==> src/rtl/pkg_tamagotchi.sv <==
// Shared constants for the OLED datapath: pet-state encodings, animation lengths,
// frame geometry and the frame sequencer state encoding.
package pkg_tamagotchi;

  localparam logic [3:0] EST_IDLE       = 4'b0000;
  localparam logic [3:0] EST_DORMINDO   = 4'b0001;
  localparam logic [3:0] EST_COMENDO    = 4'b0010;
  localparam logic [3:0] EST_DANDO_AULA = 4'b0100;
  localparam logic [3:0] EST_MORTO      = 4'b1000;

  localparam int NUM_BYTES_DEF = 1024;
  localparam int ANIM_DIV_DEF  = 4;
  localparam int BC_W          = 10;
  localparam int GAP_W         = 17;

  typedef enum logic [2:0] {
    ESPERA  = 3'd0,
    BUSCA   = 3'd1,
    CAPTURA = 3'd2,
    ENVIA   = 3'd3,
    FIM     = 3'd4
  } seq_state_t;

  // Anything that is not a known one-hot state animates like IDLE.
  function automatic logic [3:0] anim_len(input logic [3:0] est);
    case (est)
      EST_DORMINDO:   anim_len = 4'd4;
      EST_COMENDO:    anim_len = 4'd5;
      EST_DANDO_AULA: anim_len = 4'd7;
      EST_MORTO:      anim_len = 4'd8;
      default:        anim_len = 4'd6;
    endcase
  endfunction

endpackage

==> src/rtl/contador_animacao.sv <==
// Animation stepper: counts completed frames and advances anim_idx every ANIM_DIV
// frames, wrapping at the length of the latched pet state.
module contador_animacao
  import pkg_tamagotchi::*;
#(
  parameter int ANIM_DIV = ANIM_DIV_DEF
) (
  input  logic       clk,
  input  logic       rst_n,
  input  logic       frame_done,
  input  logic [3:0] est_q,
  input  logic       est_changed,
  output logic [2:0] anim_idx
);

  localparam int CW = (ANIM_DIV > 1) ? $clog2(ANIM_DIV) : 1;

  logic [CW-1:0] frame_cnt;
  logic [3:0]    len;
  logic          step;

  assign len  = anim_len(est_q);
  assign step = frame_done && (frame_cnt == CW'(ANIM_DIV - 1));

  always_ff @(posedge clk or negedge rst_n) begin
    if (!rst_n) begin
      frame_cnt <= '0;
      anim_idx  <= '0;
    end else if (est_changed) begin
      // A new pet state always starts its animation from the first image.
      frame_cnt <= '0;
      anim_idx  <= '0;
    end else if (frame_done) begin
      if (step) begin
        frame_cnt <= '0;
        anim_idx  <= ({1'b0, anim_idx} >= (len - 4'd1)) ? 3'd0 : anim_idx + 3'd1;
      end else begin
        frame_cnt <= frame_cnt + 1'b1;
      end
    end
  end

endmodule

==> src/rtl/sequenciador_frames.sv <==
// OLED frame scheduler: walks byte_counter through the image controller and streams
// each byte over valid/ready. Optional start pacing with SEQ_FRAME_PACING_EN.
module sequenciador_frames
  import pkg_tamagotchi::*;
#(
  parameter int NUM_BYTES = NUM_BYTES_DEF,
  parameter int ANIM_DIV  = ANIM_DIV_DEF
`ifdef SEQ_FRAME_PACING_EN
  ,
  parameter int FRAME_GAP = 50000
`endif
) (
  input  logic            clk,
  input  logic            rst_n,
  input  logic            display_ready,
  input  logic [3:0]      estado,
  input  logic [7:0]      data_in,
  input  logic            tx_ready,
  output logic [BC_W-1:0] byte_counter,
  output logic [2:0]      anim_idx,
  output logic [7:0]      tx_data,
  output logic            tx_valid,
  output logic            frame_done,
  output logic            busy
);

  seq_state_t state, state_nxt;
  logic       start, last_byte, gap_ok, est_changed, fim;
  logic [3:0] est_q;

  assign start       = (state == ESPERA) && display_ready && gap_ok;
  assign last_byte   = (byte_counter == BC_W'(NUM_BYTES - 1));
  assign est_changed = start && (estado != est_q);
  assign fim         = (state == FIM);

`ifdef SEQ_FRAME_PACING_EN
  logic [GAP_W-1:0] gap_cnt;

  // Resets saturated so the first frame after reset is not held back.
  always_ff @(posedge clk or negedge rst_n) begin
    if (!rst_n)                              gap_cnt <= GAP_W'(FRAME_GAP);
    else if (start)                          gap_cnt <= '0;
    else if (gap_cnt < GAP_W'(FRAME_GAP))    gap_cnt <= gap_cnt + 1'b1;
  end

  assign gap_ok = (gap_cnt >= GAP_W'(FRAME_GAP - 1));
`else
  assign gap_ok = 1'b1;
`endif

  always_ff @(posedge clk or negedge rst_n) begin
    if (!rst_n) state <= ESPERA;
    else        state <= state_nxt;
  end

  always_comb begin
    state_nxt = state;
    case (state)
      ESPERA:  if (start) state_nxt = BUSCA;
      BUSCA:   state_nxt = CAPTURA;
      CAPTURA: state_nxt = ENVIA;
      ENVIA:   if (tx_ready) state_nxt = last_byte ? FIM : BUSCA;
      FIM:     state_nxt = ESPERA;
      default: state_nxt = ESPERA;
    endcase
  end

  // Byte datapath; estado is only sampled at frame start so a frame never mixes images.
  always_ff @(posedge clk or negedge rst_n) begin
    if (!rst_n) begin
      byte_counter <= '0;
      tx_data      <= '0;
      tx_valid     <= 1'b0;
      frame_done   <= 1'b0;
      busy         <= 1'b0;
      est_q        <= EST_IDLE;
    end else begin
      frame_done <= 1'b0;
      case (state)
        ESPERA: if (start) begin
          busy         <= 1'b1;
          byte_counter <= '0;
          est_q        <= estado;
        end
        CAPTURA: begin
          tx_data  <= data_in;
          tx_valid <= 1'b1;
        end
        ENVIA: if (tx_ready) begin
          tx_valid <= 1'b0;
          if (!last_byte) byte_counter <= byte_counter + 1'b1;
        end
        FIM: begin
          frame_done   <= 1'b1;
          busy         <= 1'b0;
          byte_counter <= '0;
        end
        default: ;
      endcase
    end
  end

  contador_animacao #(
    .ANIM_DIV (ANIM_DIV)
  ) u_anim (
    .clk         (clk),
    .rst_n       (rst_n),
    .frame_done  (fim),
    .est_q       (est_q),
    .est_changed (est_changed),
    .anim_idx    (anim_idx)
  );

endmodule

==> config.mk <==
export PLATFORM = sky130hd
export DESIGN_NAME = sequenciador_frames
export DESIGN_NICKNAME = d
export VERILOG_FILES = /design/src/rtl/pkg_tamagotchi.sv /design/src/rtl/contador_animacao.sv /design/src/rtl/sequenciador_frames.sv
export SDC_FILE = /design/constraint.sdc
export NUM_CORES = 1
export LEC_CHECK = 0
export ABC_CLOCK_PERIOD_IN_PS = 2800
export CAP_MARGIN = 20
export CORE_ASPECT_RATIO = 0.7
export CORE_MARGIN = 3
export CORE_UTILIZATION = 35
export DETAILED_ROUTE_END_ITERATION = 10
export SLEW_MARGIN = 20
export SYNTH_ARGS = -nofsm -noshare
export SYNTH_HDL_FRONTEND = slang
export SYNTH_SLANG_ARGS = --single-unit
==> constraint.sdc <==
create_clock -name clk -period 2.8 [get_ports clk]
set_input_delay 0.42 -clock clk [delete_from_list [all_inputs] [get_ports clk]]
set_output_delay 0.42 -clock clk [all_outputs]
set_load 0.03 [all_outputs]
==> results by group <==
Global route
  • Initial antenna violation count: 0
  • Global router's overall resource usage: 13.5%
  • Largest net degree at the start of global routing: 34
  • Vias in the first global route: 1348
  • Grt total ovfl: 0
  • First-pass GRT wire length: 6.32 mm

Clocking
  • Skew-Pair Late Insertion Delay: 0.27 ns
  • CTS Root Cell: clkbuf_8
  • TritonCTS clock tree: built
  • H-tree depth: 2
  • Post-CTS Hold Buffers: 0
  • PostCTS Resize Cnt: 0
  • Clock sink total: 33
  • TritonCTS buffer count: 5
  • Maximum root-to-sink buffer count: 2
  • Postcts setup bufs: 0
  • Clock edge transition at the registers on the reported setup and hold paths: 0.06 ns

Detailed routing
  • DR vias/cell: 5.14
  • Final ANT Viol Nets: 0
  • Pre-Repair DR Iteration Count: 4
  • Drt first-iter violations: 57
  • Residual DRC: 0
  • Drt wl/cell: 13.6 um
  • WL final: 3.71 mm
  • Via Count: 1397

Worst hold path
  • Hold_sp: tx_valid$_DFFE_PN0P_
  • WHS Endpoint: tx_valid$_DFFE_PN0P_
  • Hold WC Path Type: reg2reg
  • Worst hold stages: 1

Worst setup path
  • Reg2Reg Depth: 9
  • CP Max Fanout: 6
  • Crit-path cells: xnor2_1 -> or3_1 -> ha_1 -> xor2_1 -> ha_1 -> a21o_1 -> a31oi_1 -> nand4b_1 -> a31oi_1
  • Worst R2R Start: est_q[1]$_DFFE_PN0P_
  • Register-to-register setup slack: 0.34 ns
  • Slowest cell on crit path: dfrtp_1
  • Worst Path Arrival: 2.66 ns
  • Crit end category: flip-flop
  • CP required: 3.00 ns
  • CP max stage delay: 0.46 ns
  • Crit start category: flip-flop
  • Crit. Startpoint: est_q[1]$_DFFE_PN0P_
  • Crit path kind: reg2reg
  • Worst flop-to-flop path endpoint: u_anim.anim_idx[2]$_DFFE_PN0P_

Flow run
  • Max-Cap Viols: 0

Logic synthesis
  • #FFs+latches synth: 33
  • Most used DFF post-synth: dfrtp_1
  • Sequential area share after synthesis: 47.4%
  • Synth Warn #: 0
  • Cell with the most instances after synthesis: dfrtp_1
  • Mapped Area: 1740 um^2
  • Ranking of synthesized cells by area: dfrtp_1 47%, mux2_2 7.8%, ha_1 5.0%
  • Top cell type's share of synthesized area: 47.4%
  • Mean area per synthesized cell: 10.7 um^2
  • Largest area contributor in the netlist: dfrtp_1
  • Async set-reset flop share out of synthesis: 100%
  • Distinct cells, synth: 39
  • Commonest cells in the netlist: 33 x dfrtp_1, 15 x nand2_1, 12 x mux2_2, 10 x a21oi_1
  • Synth Instances: 163
  • Number of synthesized flops with an enable pin: 0
  • Post-Syn Nets: 186

Layout
  • Footprint of the multi-input gates: 876 um^2
  • Storage element area: 826 um^2
  • P&R area growth vs syn: 31.4%
  • Antenna Diode Count: 0
  • Fin cells: 272
  • FILL cells: 442
  • # nets final: 229
  • Share of layout cells above drive strength 1: 13.1%
  • Finished Cell Area: 2290 um^2
  • Final core occ: 50.3%

STA
  • Setup_tns: 0 ns
  • Clock Skew: 0.00397 ns
  • Normalized max-slew margin: 48.9%
  • Hold_ws: 0.487 ns
  • RSZ-0062 raised after global routing: false
  • Fmax: 406 MHz
  • Final setup vio count: 0
  • Slew @ Worst Pin: 0.765 ns
  • Slew Limit Fails: 0
  • Fin crit period: 2.46 ns
  • Setup ws final: 0.337 ns
  • Final Cycle Share: 88.0%
  • Final hold viol count: 0

Pwr
  • PwrDens: 1020 nW/um^2
  • Worst VDD drop: 0.000554 V
  • Power Total: 2.34 mW
  • Pleak: 0.949 nW

Floorplan
  • Die Y: 65.0 um
  • Initial Util: 38.3%
  • Die X: 90.3 um
  • Cell row count: 20
  • DIE AREA: 5880 um^2
  • Core area: 4550 um^2
  • Top Ports: 40

Placed design
  • Pre-CTS setup slack: 0.336 ns
  • Placed cell count: 265
  • DP Area: 2200 um^2
  • Hpwl dp: 2.77 mm
  • Routability cong.: 0.749
  • IO Port Bufs: 39

Run status
  • Outcome: completed
how the worst max path moves through the flow:
stage,to,depth (start not counted)
after floorplan,u_anim.anim_idx[2]$_DFFE_PN0P_,10
after global placement,u_anim.anim_idx[2]$_DFFE_PN0P_,9
after detailed placement,u_anim.anim_idx[2]$_DFFE_PN0P_,9
after CTS,u_anim.anim_idx[2]$_DFFE_PN0P_,9
after global routing,u_anim.anim_idx[2]$_DFFE_PN0P_,9
final,u_anim.anim_idx[2]$_DFFE_PN0P_,9
worst max-delay path, delay by kind of cell (launching register included):
kind / cells / cell delay (ns)
AND/OR/NAND/NOR: 2 / 0.49
adder cells (fa/ha/maj): 2 / 0.51
AO/OA/AOI/OAI: 3 / 0.63
XOR/XNOR: 2 / 0.32
flip-flops: 1 / 0.46
registers in the layout, summed over array words and instances (netlist names):
name,cells
tx_data,8
busy,1
u_anim.anim_idx,3
frame_done,1
est_q,4
u_anim.frame_cnt,2
byte_counter,10
tx_valid,1
state,3
layout by cell type, fill, tap and decap left out, types with 3 or more instances in the layout:
| cell type | netlist | final |
|---|---|---|
| and3_1 | 3 | 3 |
| o31ai_1 | 5 | 5 |
| a21o_1 | 3 | 3 |
| ha_1 | 7 | 7 |
| nand2_1 | 15 | 15 |
| o21ai_0 | 6 | 6 |
| or3_1 | 3 | 3 |
| nor2_1 | 4 | 4 |
| or4_1 | 7 | 7 |
| a21oi_1 | 10 | 10 |
| mux2_2 | 12 | 12 |
| clkbuf_8 | 0 | 6 |
| dfrtp_1 | 33 | 33 |
| nand3_1 | 6 | 6 |
| clkdlybuf4s50_1 | 0 | 39 |
| nand2b_1 | 4 | 4 |
| inv_1 | 4 | 4 |
| xor2_1 | 6 | 6 |
cell type report:
class	count	area share, %
repair buffers	41	17.7
inverters	4	0.655
multi-input cells	121	38.2
flip-flops and latches	33	36.0
clock buffers	7	3.77
well taps	66	3.60
routing by layer:
metal | up-vias | wire, um | global-route usage (%) | part of all wire, %
li1 | 682 | - | - | -
met1 | 665 | 1710 | 16.5 | 46
met2 | 48 | 1660 | 22.1 | 45
met3 | 2 | 319 | 6.03 | 8.6
met4 | 0 | 11 | 2.86 | 0.30
met5 | - | 0 | 0 | 0
cell families after synthesis:
kind of cell,synth area share (%)
XOR/XNOR,3.52
flip-flops,47.4
AO/OA/AOI/OAI,11.1
adder cells (fa/ha/maj),5.02
buffers and inverters,2.37
multiplexers,8.90
AND/OR/NAND/NOR,21.7
report_power, final:
group	switching, mW	internal, mW	total (mW)
Combinational	0.622	0.534	1.16
Clock	0.155	0.195	0.350
Sequential	0.181	0.649	0.830
(Power assumes the default switching activity.)
==> RTL change 1, RTL diff (same flow settings) <==
Put one more register stage on the output `byte_counter`. The value now appears one clock later. The other outputs are not delayed to match.
--- a/src/rtl/sequenciador_frames.sv
+++ b/src/rtl/sequenciador_frames.sv
@@ -26,2 +26,4 @@
 
+  logic [BC_W-1:0] byte_counter_s0;
+
   seq_state_t state, state_nxt;
@@ -31,3 +33,3 @@
   assign start       = (state == ESPERA) && display_ready && gap_ok;
-  assign last_byte   = (byte_counter == BC_W'(NUM_BYTES - 1));
+  assign last_byte   = (byte_counter_s0 == BC_W'(NUM_BYTES - 1));
   assign est_changed = start && (estado != est_q);
@@ -70,3 +72,3 @@
     if (!rst_n) begin
-      byte_counter <= '0;
+      byte_counter_s0 <= '0;
       tx_data      <= '0;
@@ -81,3 +83,3 @@
           busy         <= 1'b1;
-          byte_counter <= '0;
+          byte_counter_s0 <= '0;
           est_q        <= estado;
@@ -90,3 +92,3 @@
           tx_valid <= 1'b0;
-          if (!last_byte) byte_counter <= byte_counter + 1'b1;
+          if (!last_byte) byte_counter_s0 <= byte_counter_s0 + 1'b1;
         end
@@ -95,3 +97,3 @@
           busy         <= 1'b0;
-          byte_counter <= '0;
+          byte_counter_s0 <= '0;
         end
@@ -113,2 +115,6 @@
 
+  always_ff @(posedge clk) begin
+    byte_counter <= byte_counter_s0;
+  end
+
 endmodule
Formal check against the unedited RTL: not equivalent (Yosys sat finds a counterexample within 10 cycles, from zero or initial values and one cycle with rst_n low).
==> RTL change 1 against the original RTL <==
Fmax rose by 6.0%. Via count rose by 4.8%. Critical path depth decreased by 1. Cell area up 6.8%. Count of clock-buffer cells in the layout is 2 lower. Synthesized area increased by 9.0%. Sequential cell count rose by 10. Routed wire length is 6.6% higher. Power up 6.8%. Critical path type unchanged. Setup slack improved by 0.14 ns. Final cell count increased by 1.8%. Global-route usage fell by 0.23 points.
==> RTL change 1: results (changes against the original RTL) <==
CP Max Fanout: 6 (unchanged)
Most frequent cells after synthesis: dfrtp_1, mux2_2, dfxtp_1, o21ai_0, nand2_1 (was dfrtp_1, nand2_1, mux2_2, a21oi_1)
Placed Area: 2350 sq um (was 2200 sq um)
Pleak: 1.03 nW (was 0.949 nW)
GRT Util Overall: 13.3% (was 13.5%)
Seq/Total Area, Yosys: 54.0% (was 47.4%)
Leading registers by flop count: byte_counter x10, byte_counter_s0 x10, tx_data x8 (was byte_counter x10, tx_data x8, est_q x4)
Clk Latency, worst-skew pair: 0.29 ns (was 0.27 ns)
Worst Clk Skew: 0.00956 ns (was 0.00397 ns)
Ys async rst share: 76.7% (was 100%)
GP Congestion: 0.790 (was 0.749)
Pwr Density: 1020 nW/um^2 (about the same)
Synthesized instance count: 167 (was 163)
Status: complete, no violations (unchanged)
Mapped Nets: 190 (was 186)
Top post-synthesis cells by area: dfrtp_1, dfxtp_1, mux2_2 (was dfrtp_1, mux2_2, ha_1)
VDD IR max: 0.529 mV (was 0.554 mV)
HP Start: byte_counter_s0[1] (was tx_valid)
Routed vias/inst: 5.29 (was 5.14)
HPWL Detailed: 2940 microns (was 2770 microns)
Critical Path AT: 2.54 ns (was 2.66 ns)
Distinct cells, synth: 41 (was 39)
Reg2reg setup slack: 0.48 ns (was 0.34 ns)
Hold Crit Depth: 0 (was 1)
First-pass GRT wire length: 6550 microns (was 6320 microns)
Internal power: 0.00152 W (was 0.00138 W)
CTS clk-pin slew, worst paths: 0.08 ns (was 0.06 ns)
Worst R2R Path Depth: 8 (was 9)
Hold worst-path end: byte_counter[1] (was tx_valid)
DRT Wirelength: 3950 microns (was 3710 microns)
Nets: 230 (was 229)
## RTL change 1: critical path, cell delays in order (launching register included)
cell,delay [ns]
dfrtp_1,0.45
xnor2_1,0.15
or3_1,0.34
ha_1,0.21
xor2_1,0.17
ha_1,0.29
or2_2,0.27
a41o_1,0.27
nor2_1,0.12
## RTL change 1: routing by layer
| layer | track usage [%] | share of wire, % |
|---|---|---|
| met1 | 17.4 | 47 |
| met2 | 20.7 | 45 |
| met3 | 3.90 | 6.8 |
| met5 | 0 | 0 |
| met4 | 5.41 | 0.91 |
## RTL change 1: metrics by stage
stage	hold WS, ns	std cells	total power, W	setup WS [ns]
after floorplan	0.124	167	0.00173	0.550
after global placement	0.413	269	0.00207	0.576
after detailed placement	0.427	269	0.00212	0.486
after CTS	0.448	277	0.00253	0.464
after global routing	0.468	277	0.00268	0.340
final	0.449	277	0.00250	0.477
## RTL change 1: cells by family after synthesis
family	synth area share [%]
buffers and inverters	2.17
AO/OA/AOI/OAI	12.1
adder cells (fa/ha/maj)	4.61
XOR/XNOR	4.15
AND/OR/NAND/NOR	15.3
multiplexers	7.64
flip-flops	54.0
## RTL change 1: how the worst max path moves through the flow
stage / startpoint / end / slack, ns / depth (start not counted)
6_report: est_q[1] / u_anim.anim_idx[0] / 0.48 / 8
5_1_grt: est_q[1] / u_anim.anim_idx[0] / 0.34 / 8
4_1_cts: est_q[1] / u_anim.anim_idx[0] / 0.46 / 8
3_5_place_dp: est_q[1] / u_anim.anim_idx[0] / 0.49 / 8
3_3_place_gp: est_q[1] / u_anim.anim_idx[0] / 0.58 / 8
2_1_floorplan: est_q[1] / u_anim.anim_idx[2] / 0.55 / 9
## RTL change 1: layout make-up
type                       instances  share of cell area (%)
clock inverter                     3                    1.02
timing repair buffer              40                    16.3
clock buffer                       5                    2.81
sequential                        43                    41.9
inverter                           3                   0.460
multi-input combinational        114                    34.0
tap                               69                    3.53
## RTL change 1: power by group through the flow
stage | logic, W | clock network (W) | registers (W)
final | 0.00111 | 0.000395 | 0.000989
after global routing | 0.00122 | 0.000442 | 0.00102
after CTS | 0.00113 | 0.000411 | 0.000990
after detailed placement | 0.00112 | 0 | 0.00100
after global placement | 0.00108 | 0 | 0.000988
after floorplan | 0.000551 | 0 | 0.00118
==> RTL change 2, RTL diff (same flow settings) <==
Made on the original files. Set the package constant `ANIM_DIV_DEF` to 8 (it was 4).
--- a/src/rtl/pkg_tamagotchi.sv
+++ b/src/rtl/pkg_tamagotchi.sv
@@ -11,3 +11,3 @@
   localparam int NUM_BYTES_DEF = 1024;
-  localparam int ANIM_DIV_DEF  = 4;
+  localparam int ANIM_DIV_DEF  = 8;
   localparam int BC_W          = 10;
Behaviour: same outputs for any inputs over 10 cycles, from zero or initial values and one cycle with rst_n low; that may be too few to reach the edited logic, so the function may still have changed.
==> RTL change 2 against the original RTL <==
Sequential cell count grew 1. Fmax decreased by 2.2%. Utilization decreased by 2.3 points. Final cell count grew 3.3%. Power grew 9.1%. Routed wire length rose by 9.1%. Setup slack worse by 0.056 ns. Cell area increased by 2.9%. Synthesized area grew 5.2%.
==> RTL change 2: results (changes against the original RTL) <==
Share of cells above drive strength 1: 12.7% (was 13.1%)
Vias in the first global route: 1468 (was 1348)
DR vias: 1435 (was 1397)
Initial DRC Count: 72 (was 57)
Status: complete, no violations (unchanged)
GRT Util Overall: 13.9% (was 13.5%)
VDD IR max: 0.502 mV (was 0.554 mV)
Internal power: 0.00148 W (was 0.00138 W)
TritonRoute pass-1 iters: 4 (unchanged)
Pleak: 0.997 nW (was 0.949 nW)
Placed Area: 2270 sq um (was 2200 sq um)
Nets: 235 (was 229)
CP Max Fanout: 6 (unchanged)
TritonCTS Buffers: 5 (unchanged)
Seq/Total Area, Yosys: 46.4% (was 47.4%)
Largest net degree at the start of global routing: 35 (was 34)
Layout fillers: 485 (was 442)
Top post-synthesis cells by area: dfrtp_1, mux2_2, ha_1 (unchanged)
Leading registers by flop count: byte_counter x10, tx_data x8, est_q x4 (unchanged)
Worst Clk Skew: 0.00737 ns (was 0.00397 ns)
Worst-margin pin slew: 0.536 ns (was 0.765 ns)
Ys async rst share: 100% (unchanged)
First-pass GRT wire length: 6700 microns (was 6320 microns)
Most frequent cells after synthesis: dfrtp_1, mux2_2, a21oi_1, nand2_1 (was dfrtp_1, nand2_1, mux2_2, a21oi_1)
HPWL Detailed: 3030 microns (was 2770 microns)
Critical Path AT: 2.71 ns (was 2.66 ns)
Mapped Nets: 195 (was 186)
Root buffer cell: clkbuf_8 (unchanged)
GP Congestion: 0.796 (was 0.749)
Distinct cells, synth: 43 (was 39)
Post-cts sizing count: 0 (unchanged)
DRT Wirelength: 4040 microns (was 3710 microns)
Reg2reg setup slack: 0.28 ns (was 0.34 ns)
## RTL change 2: cell count changes after synthesis, sizes merged, moves of 2 or more
cell / unedited run / this run
or2: 3 / 1
nor3b: 1 / 3
nor2b: 2 / 0
nor2: 4 / 9
nand3b: 2 / 4
nand2: 15 / 10
buf: 4 / 7
or4: 7 / 4
## RTL change 2: final cells by class
class                   count  area [sq um]  area share (%)
clock buffers               7          86.3            3.66
flip-flops and latches     34           851            36.1
repair buffers             41           405            17.2
clock inverters             1          5.00           0.212
well taps                  69          86.3            3.66
inverters                   4          15.0           0.637
multi-input cells         125           908            38.5
## RTL change 2: stage by stage
stage	util, %	worst slack, ns	hold slack [ns]	std cells	power, W
after global routing	48.0	0.135	0.520	281	0.00276
after CTS	48.0	0.264	0.485	281	0.00258
after global placement	46.1	0.423	0.464	273	0.00213
final	48.0	0.281	0.483	281	0.00255
after floorplan	-	0.436	0.124	171	0.00176
after detailed placement	46.1	0.279	0.465	273	0.00220
## RTL change 2: critical path, stage by stage (launching register included)
cell and delay, ns:
dfrtp_1 0.45, xnor2_1 0.16, or3_1 0.36, ha_1 0.21
xor2_1 0.16, ha_1 0.31, a21o_1 0.18, a31oi_1 0.29
nand4b_1 0.14, a31oi_1 0.19
## RTL change 2: logic make-up (layout without fill, tap and decap cells)
group           count (synthesis)  in the layout  synth area share (%)
flops                          34             34                  46.4
compound gates                 35             35                  12.8
buf+inv                        12             53                  4.09
mux                            14             14                  8.46
fa+ha+maj                       8              8                  5.46
xor+xnor                        7              7                  3.34
simple gates                   61             61                  19.4
## RTL change 2: worst min path at each step
stage	from	to	slack, ns	cells past startpoint
after floorplan	rst_n	busy	0.12	0
after global placement	tx_valid	tx_valid	0.46	1
after detailed placement	tx_valid	tx_valid	0.46	1
after CTS	busy	busy	0.48	1
after global routing	busy	busy	0.52	1
final	busy	busy	0.48	1
## RTL change 2: layer usage
| layer | global-route usage (%) | vias to the layer above | wire [microns] |
|---|---|---|---|
| li1 | - | 707 | - |
| met1 | 16.9 | 693 | 1840 |
| met2 | 22.9 | 31 | 1890 |
| met3 | 5.08 | 4 | 278 |
| met4 | 4.63 | 0 | 34 |
| met5 | 0 | - | 0 |
## RTL change 2: power by group through the flow
stage | registers (W) | logic, W | clock network (W)
after detailed placement | 0.000903 | 0.00129 | 0
after CTS | 0.000898 | 0.00130 | 0.000380
after floorplan | 0.00111 | 0.000655 | 0
final | 0.000900 | 0.00128 | 0.000365
after global routing | 0.000933 | 0.00141 | 0.000413
after global placement | 0.000885 | 0.00125 | 0
